[src/rtl/mux_arb_reg_pkg.sv]
// Shared mux library package: default channel count / data width and the
// select-width helper used to size channel-index ports.
package mux_arb_reg_pkg;

   localparam int MUX_DEF_N = 8;
   localparam int MUX_DEF_W = 32;

   // Width of a channel index for n channels; never narrower than one bit.
   function automatic int mux_sel_w(input int n);
      return (n > 2) ? $clog2(n) : 1;
   endfunction

endpackage

[src/rtl/mux_arb_reg_rr_pick.sv]
// Round-robin picker: one-hot grant to the first requester at or above ptr,
// wrapping from N-1 back to 0. Purely combinational.
module rr_pick
   import mux_arb_reg_pkg::*;
#(
   parameter int N  = MUX_DEF_N,
   parameter int SW = mux_sel_w(MUX_DEF_N)
) (
   input  logic [N-1:0]  req,
   input  logic [SW-1:0] ptr,
   output logic [N-1:0]  grant
);

   // Rotating priority search starting at ptr.
   always_comb begin
      logic          found;
      logic [SW-1:0] idx;
      grant = '0;
      found = 1'b0;
      idx   = '0;
      for (int i = 0; i < N; i++) begin
         idx = SW'((int'(ptr) + i) % N);
         if (!found && req[idx]) begin
            grant[idx] = 1'b1;
            found      = 1'b1;
         end
      end
   end

endmodule

[src/rtl/mux_arb_reg.sv]
// N-channel mux/arbiter with a single registered output stage (valid/ready).
// Explicit select by default; defining MUX_ARB_RR_EN adds the round-robin
// mode (mode=1) with its rotating pointer. Without the macro, mode is ignored.
module mux_arb_reg
   import mux_arb_reg_pkg::*;
#(
   parameter int  N  = MUX_DEF_N,
   parameter int  W  = MUX_DEF_W,
   localparam int SW = mux_sel_w(N)
) (
   input  logic          clk,
   input  logic          rst_n,
   input  logic          mode,
   input  logic [SW-1:0] sel,
   input  logic [N-1:0]  in_valid,
   input  logic [N*W-1:0] in_data,
   output logic [N-1:0]  in_ready,
   output logic          out_valid,
   output logic [W-1:0]  out_data,
   output logic [SW-1:0] out_sel,
   input  logic          out_ready
);

   logic          load_en;
   logic [N-1:0]  grant;
   logic [N-1:0]  grant_exp;
   logic          any_grant;
   logic [SW-1:0] gnt_idx;
   logic [W-1:0]  ch_data [N];

   logic          out_valid_q, out_valid_d;
   logic [W-1:0]  out_data_q,  out_data_d;
   logic [SW-1:0] out_sel_q,   out_sel_d;

   for (genvar g = 0; g < N; g++) begin : g_ch
      assign ch_data[g] = in_data[g*W +: W];
   end

   // Output stage can take a new word when empty or being drained this cycle.
   assign load_en = !out_valid_q || out_ready;

   // Explicit select; an out-of-range sel matches no channel, so no grant.
   always_comb begin
      grant_exp = '0;
      for (int k = 0; k < N; k++) begin
         if (sel == SW'(k)) grant_exp[k] = in_valid[k];
      end
   end

`ifdef MUX_ARB_RR_EN
   logic [SW-1:0] ptr_q, ptr_d;
   logic [N-1:0]  grant_rr;

   rr_pick #(.N(N), .SW(SW)) u_rr_pick (
      .req   (in_valid),
      .ptr   (ptr_q),
      .grant (grant_rr)
   );

   assign grant = mode ? grant_rr : grant_exp;

   // Pointer moves past the winner only on a round-robin transfer.
   always_comb begin
      ptr_d = ptr_q;
      if (mode && load_en && any_grant) begin
         ptr_d = (gnt_idx == SW'(N-1)) ? '0 : gnt_idx + SW'(1);
      end
   end

   // Round-robin pointer register.
   always_ff @(posedge clk or negedge rst_n) begin
      if (!rst_n) ptr_q <= '0;
      else        ptr_q <= ptr_d;
   end
`else
   logic unused_mode;
   assign unused_mode = mode;
   assign grant       = grant_exp;
`endif

   // Encode the one-hot grant into a channel index.
   always_comb begin
      gnt_idx = '0;
      for (int k = 0; k < N; k++) begin
         if (grant[k]) gnt_idx = SW'(k);
      end
   end

   assign any_grant = |grant;
   // Gating with rst_n keeps every ready low while reset is held.
   assign in_ready  = (rst_n && load_en) ? grant : '0;

   // Next output stage: load on grant, go empty on no grant, else hold.
   always_comb begin
      out_valid_d = out_valid_q;
      out_data_d  = out_data_q;
      out_sel_d   = out_sel_q;
      if (load_en) begin
         out_valid_d = any_grant;
         if (any_grant) begin
            out_data_d = ch_data[gnt_idx];
            out_sel_d  = gnt_idx;
         end
      end
   end

   // Output stage registers.
   always_ff @(posedge clk or negedge rst_n) begin
      if (!rst_n) begin
         out_valid_q <= 1'b0;
         out_data_q  <= '0;
         out_sel_q   <= '0;
      end else begin
         out_valid_q <= out_valid_d;
         out_data_q  <= out_data_d;
         out_sel_q   <= out_sel_d;
      end
   end

   assign out_valid = out_valid_q;
   assign out_data  = out_data_q;
   assign out_sel   = out_sel_q;

endmodule

[config.mk]
export PLATFORM = sky130hd
export DESIGN_NAME = mux_arb_reg
export DESIGN_NICKNAME = d
export VERILOG_FILES = /design/src/rtl/mux_arb_reg_pkg.sv /design/src/rtl/mux_arb_reg_rr_pick.sv /design/src/rtl/mux_arb_reg.sv
export SDC_FILE = /design/constraint.sdc
export NUM_CORES = 1
export LEC_CHECK = 0
export ABC_AREA = 1
export CAP_MARGIN = 20
export CORE_AREA = 3 3 122 124
export DETAILED_ROUTE_END_ITERATION = 16
export DIE_AREA = 0 0 125 127
export HOLD_SLACK_MARGIN = 0.06
export PLACE_DENSITY = 0.85
export SYNTH_ARGS = -nofsm -noshare
export SYNTH_HDL_FRONTEND = slang
export SYNTH_SLANG_ARGS = --single-unit
[constraint.sdc]
create_clock -name clk -period 1.3 [get_ports clk]
set_input_delay 0.13 -clock clk [delete_from_list [all_inputs] [get_ports clk]]
set_output_delay 0.13 -clock clk [all_outputs]
set_load 0.005 [all_outputs]
==> Yosys cells after proc, flatten, opt, wreduce, memory -nomap -nowiden <==
Cells that the tools add are included.
{ "word_totals": {"register_bits": 36, "latchBits": 0, "ramBits": 0, "romBits": 0, "inputBits": 271, "out_inout_bits": 44, "word_cells": 37, "n_memories": 0} }
{ "op_classes": {"n_addsub": 0, "multipliers": 0, "n_div": 0, "order_cmp": 1, "n_eq_ne": 7, "shifts": 0, "muxes": 19, "n_bitwise": 1, "n_reduce_logical": 6} }
{ "ops": {"columns": ["op", "n"], "rows": [
  ["$bmux W32 S3", 1],
  ["$mux W32", 2],
  ["$mux W3", 6],
  ["$eq A3 B3 Y1 const B", 4],
  ["$mux W1", 9],
  ["$mux W8", 1],
  ["$reduce_or A8 Y1", 1],
  ["$eq A3 B2 Y1 const B", 2],
  ["$ge A4 B4 Y1 const B", 1],
  ["$not A3 Y4", 1],
  ["$eq A3 B1 Y1 const B", 1],
  ["$logic_not A3 Y1", 1],
  ["$reduce_and A2 Y1", 1],
  ["$logic_and A1 B1 Y1", 1],
  ["$logic_not A1 Y1", 1],
  ["$logic_or A1 B1 Y1", 1]
]} }

==> Longest topological paths before layout <==
{ "depth": {"depth_word": 13, "ltp_mapped": 12, "depth_no_buf": 10} }

==> Worst setup path before layout <==
No wires, ideal clock.
{ "synth_timing": {"kind": "in2reg", "startpoint": "input sel[1]", "endpoint": "register out_data_q[12], in the netlist out_data[12]", "setup_time_ps": 124, "arrival_ps": 1092, "required_ps": 1176, "slack_ps": 85, "path_stages": 10, "path_buffers": 2, "cell_sequence": "nand2_2 > nor2_4 > nor2_2 > buf_2 > buf_2 > nand3b_1 > nand3_1 > nand2_1 > nand2_1 > nand3_1"} }
{ "synth_via": {"elab_chain_len": 13, "elab_cells_between_ends": 29, "classes_between": "7 x eq/ne; 18 x mux; 1 x bitwise; 3 x reduce/logical"} }
{ "synth_rtl": {"columns": ["item", "line_no", "source"], "rows": [
  ["start, declared", "mux_arb_reg.sv:14", "input logic [SW-1:0] sel,"],
  ["$eq A3 B1 Y1", "mux_arb_reg.sv:46", "if (sel == SW'(k)) grant_exp[k] = in_valid[k];"],
  ["$mux W1", "mux_arb_reg.sv:46", null],
  ["$mux W1", "mux_arb_reg.sv:85", "if (grant[k]) gnt_idx = SW'(k);"],
  ["$mux W3 (6 in a row)", "mux_arb_reg.sv:85", null],
  ["$not A3 Y4 (not written as such)", "mux_arb_reg.sv:101", "out_data_d = ch_data[gnt_idx];"],
  ["$bmux W32 S3", "mux_arb_reg.sv:101", null],
  ["$mux W32 (not written as such) (2 in a row)", "mux_arb_reg.sv:101", null],
  ["end signal, assigned", "mux_arb_reg.sv:115", "out_data_q <= out_data_d;"],
  ["end, declared", "mux_arb_reg.sv:32", "logic [W-1:0] out_data_q, out_data_d;"]
]} }
Several ways; a longest one is shown, not always the timed one. The select of a mux whose other input is x is not followed.
A chain may end at the register's enable or synchronous reset.

==> Worst setup path in the final report <==
{ "layout_timing": {"startpoint": "input sel[2]", "endpoint": "register out_data_q[7], in the netlist out_data[7]"} }
Same word-level chain as after synthesis.

==> impl_metrics.tcl <==
set metrics [dict create \
    final_common_cell "clkdlybuf4s50_1" \
    layout_common_cells "clkdlybuf4s50_1, nand2_1, inv_1" \
    path_class "in2reg" \
    crit_buf_inv 8 \
    critical_path_required_ns 1.51 \
    areaGrowthSynthToFinish_pct 151 \
    synth_area_um2 4910 \
    finalHoldViolCount 0 \
    dieArea_um2 15900 \
    ioPinCount 315 \
    outcome "finished with violations" \
    wirelength_mm 37.7 \
    synthesis.nets 1170 \
    drive_gt1_share_pct 34.5 \
    grt_pass1_wl_mm 49.2 \
    cts-htree-levels 2 \
    clock_sink_count 36 \
    fin_area_um2 12300 \
    drt-vias-per-instance 5.82 \
    rr_startpoint "out_valid$_DFFE_PN0N_" \
    overflow 0 \
    slew_viol_final 0 \
    slowest_stage "nor2_4" \
    row_count 43 \
    p_leak_nw 6.41 \
    power_density_nw_per_um2 754 \
    slew_headroom_pct 65.8 \
    crit_start "sel[2]" \
    dpl.hpwl_mm 17.0 \
    dpl_cell_area_um2 8490 \
    fillers 620 \
    reg2reg_depth 9 \
    failed_checks "setup timing" \
    clock-root-buffer "clkbuf_16" \
    worst_slack_ns -0.378 \
    grt_start_max_net_pins 37 \
    start_util_pct 35.4 \
    worstMarginPinSlew_ns 0.513 \
    grt_pass1_vias 8950 \
    dpl.cell_count 1375 \
    finalWeightedCongestion 0.908 \
    ys_ff_latch 36 \
    track_usage_pct 39.3 \
    finalCritPeriodShare_pct 129 \
    multi_input_area_um2 4160 \
    ir_drop_mv 0.643 \
    worstSetupEndpoint "out_data[7]$_DFFE_PN0P_" \
    setup_viol_count_final 46 \
    end_kind "flip-flop" \
    reg2reg_to "out_data[10]$_DFFE_PN0P_" \
    path_depth 16 \
    critPathMostFrequentCell "buf_12" \
    arrival_ns 1.89 \
    num_vias 8839 \
    syn_area_per_cell_um2 5.46 \
    cpLargestDelayFamily "buffers and inverters" \
    syn_inst 899 \
    dieWidth_um 125 \
    layout.nets 1605 \
    fmax_mhz 596 \
    setup-tns-final_ns -8.70 \
    rsz0062_at_grt "true" \
    drtAntennaViolNets 0 \
    post-place-ws_ns -0.869 \
    cts_tree "done" \
    ys_seq_area_share_pct 18.4 \
    coreArea_um2 13900 \
    finalNonFillerCells 1518 \
    finClkSkew_ns 0.00870 \
    hp-class "reg2reg" \
    wl_per_cell_um 24.8 \
    die_h_um 127 \
    clock_latency_ns 0.28 \
    cp_slowest_stage_delay_ns 0.17 \
    maxCapViolCount 0 \
    r2r_setup_slack_ns -0.14 \
    drt_pre_antenna_iters 6 \
    drc_errors 0 \
    clkTransAtPathRegs_ns 0.06 \
    worstPathMaxFanout 5 \
    seq_area_um2 901 \
    netlist-cell-type-count 17 \
    crit_chain "buf_12 > clkinv_8 > buf_8 > nand2_4 > nor2_4 > nor2_4 > buf_6 > buf_6 > buf_12 > buf_12 > buf_16 > nand3b_1 > nand3_1 > nand2_2 > nand2_2 > nand3_2" \
    p_total_mw 9.28 \
    start_kind "input port" \
    ctsLongestPathBuffers 2 \
    synth_warnings 0 \
    antenna_found_initial 3 \
    drt-initial-drc-count 961 \
    cts_made_buffers 5 \
    fin_crit_ns 1.68 \
    io_buffers 313 \
]
-- layer usage --
layer	track usage (%)	wire [um]	vias up
met5	0	0	-
met4	24.0	3060	0
met1	44.5	12900	4155
met2	66.5	17600	750
met3	10.5	4080	256
li1	-	-	3678
-- final cells by class --
| type | count | area share (%) |
|---|---|---|
| diodes | 3 | 0.0610 |
| clock buffers | 7 | 1.24 |
| clock inverters | 1 | 0.244 |
| inverters | 174 | 5.54 |
| multi-input cells | 624 | 33.8 |
| flip-flops and latches | 36 | 7.32 |
| well taps | 180 | 1.83 |
| repair buffers | 493 | 50.0 |
-- report_power, final --
group          internal [mW]  total [mW]  leakage, nW  switching, mW
clock network           1.01        1.54       0.0901          0.529
registers               1.48        1.73        0.448          0.249
logic                   3.24        6.01         5.87           2.77
-- stage by stage --
| stage | hold WS (ns) | util [%] |
|---|---|---|
| floorplan | -0.166 | - |
| global placement | 0.263 | 61.2 |
| detailed placement | 0.256 | 61.2 |
| CTS | 0.491 | 81.8 |
| global route | 0.526 | 88.7 |
| finish | 0.493 | 88.7 |
-- tightest hold or removal path, delay by kind of cell (launching register included) --
kind / cells / cell delay, ns
flip-flops: 1 / 0.34
AND/OR/NAND/NOR: 1 / 0.05
AO/OA/AOI/OAI: 1 / 0.06
-- worst min path at each step --
stage / from / to / slack (ns) / cells after the start
floorplan: rst_n / out_data[0]$_DFFE_PN0P_ / -0.17 / 0
global placement: rst_n / out_valid$_DFFE_PN0N_ / 0.26 / 2
detailed placement: rst_n / out_data[23]$_DFFE_PN0P_ / 0.26 / 2
CTS: out_sel[2]$_DFFE_PN0P_ / out_sel[2]$_DFFE_PN0P_ / 0.49 / 2
global route: out_data[25]$_DFFE_PN0P_ / out_data[25]$_DFFE_PN0P_ / 0.53 / 2
finish: out_sel[2]$_DFFE_PN0P_ / out_sel[2]$_DFFE_PN0P_ / 0.49 / 2
-- repair_timing --
action / CTS / global route
setup endpoints to repair: 56 / 67
hold endpoints to repair: 36 / 0
hold buffers: 1 / 0
resized for setup: 332 / 203
gates cloned: 41 / 10
buffers inserted: 81 / 19
pin swaps: 139 / 126
-- cells in the mapped netlist (all sizes together) --
| master | instances | area [um^2] |
|---|---|---|
| buf | 63 | 342 |
| nand2 | 304 | 1150 |
| nand3b | 96 | 721 |
| inv | 174 | 653 |
| o21ai | 4 | 23.8 |
| clkbuf | 2 | 7.51 |
| dfrtp | 36 | 901 |
| nand3 | 198 | 996 |
| nor2 | 22 | 115 |
-- cells by family after synthesis --
| logic type | after synthesis | synth area share, % |
|---|---|---|
| buffers and inverters | 239 | 20.4 |
| AOI/OAI and AO/OA | 4 | 0.484 |
| DFF | 36 | 18.4 |
| and+or+nand+nor | 620 | 60.7 |
-- flip-flops by register name (all words and copies together) (netlist names) --
register / count
out_sel: 3
out_data: 32
out_valid: 1
No activity file was read; power rests on OpenSTA's default activity.
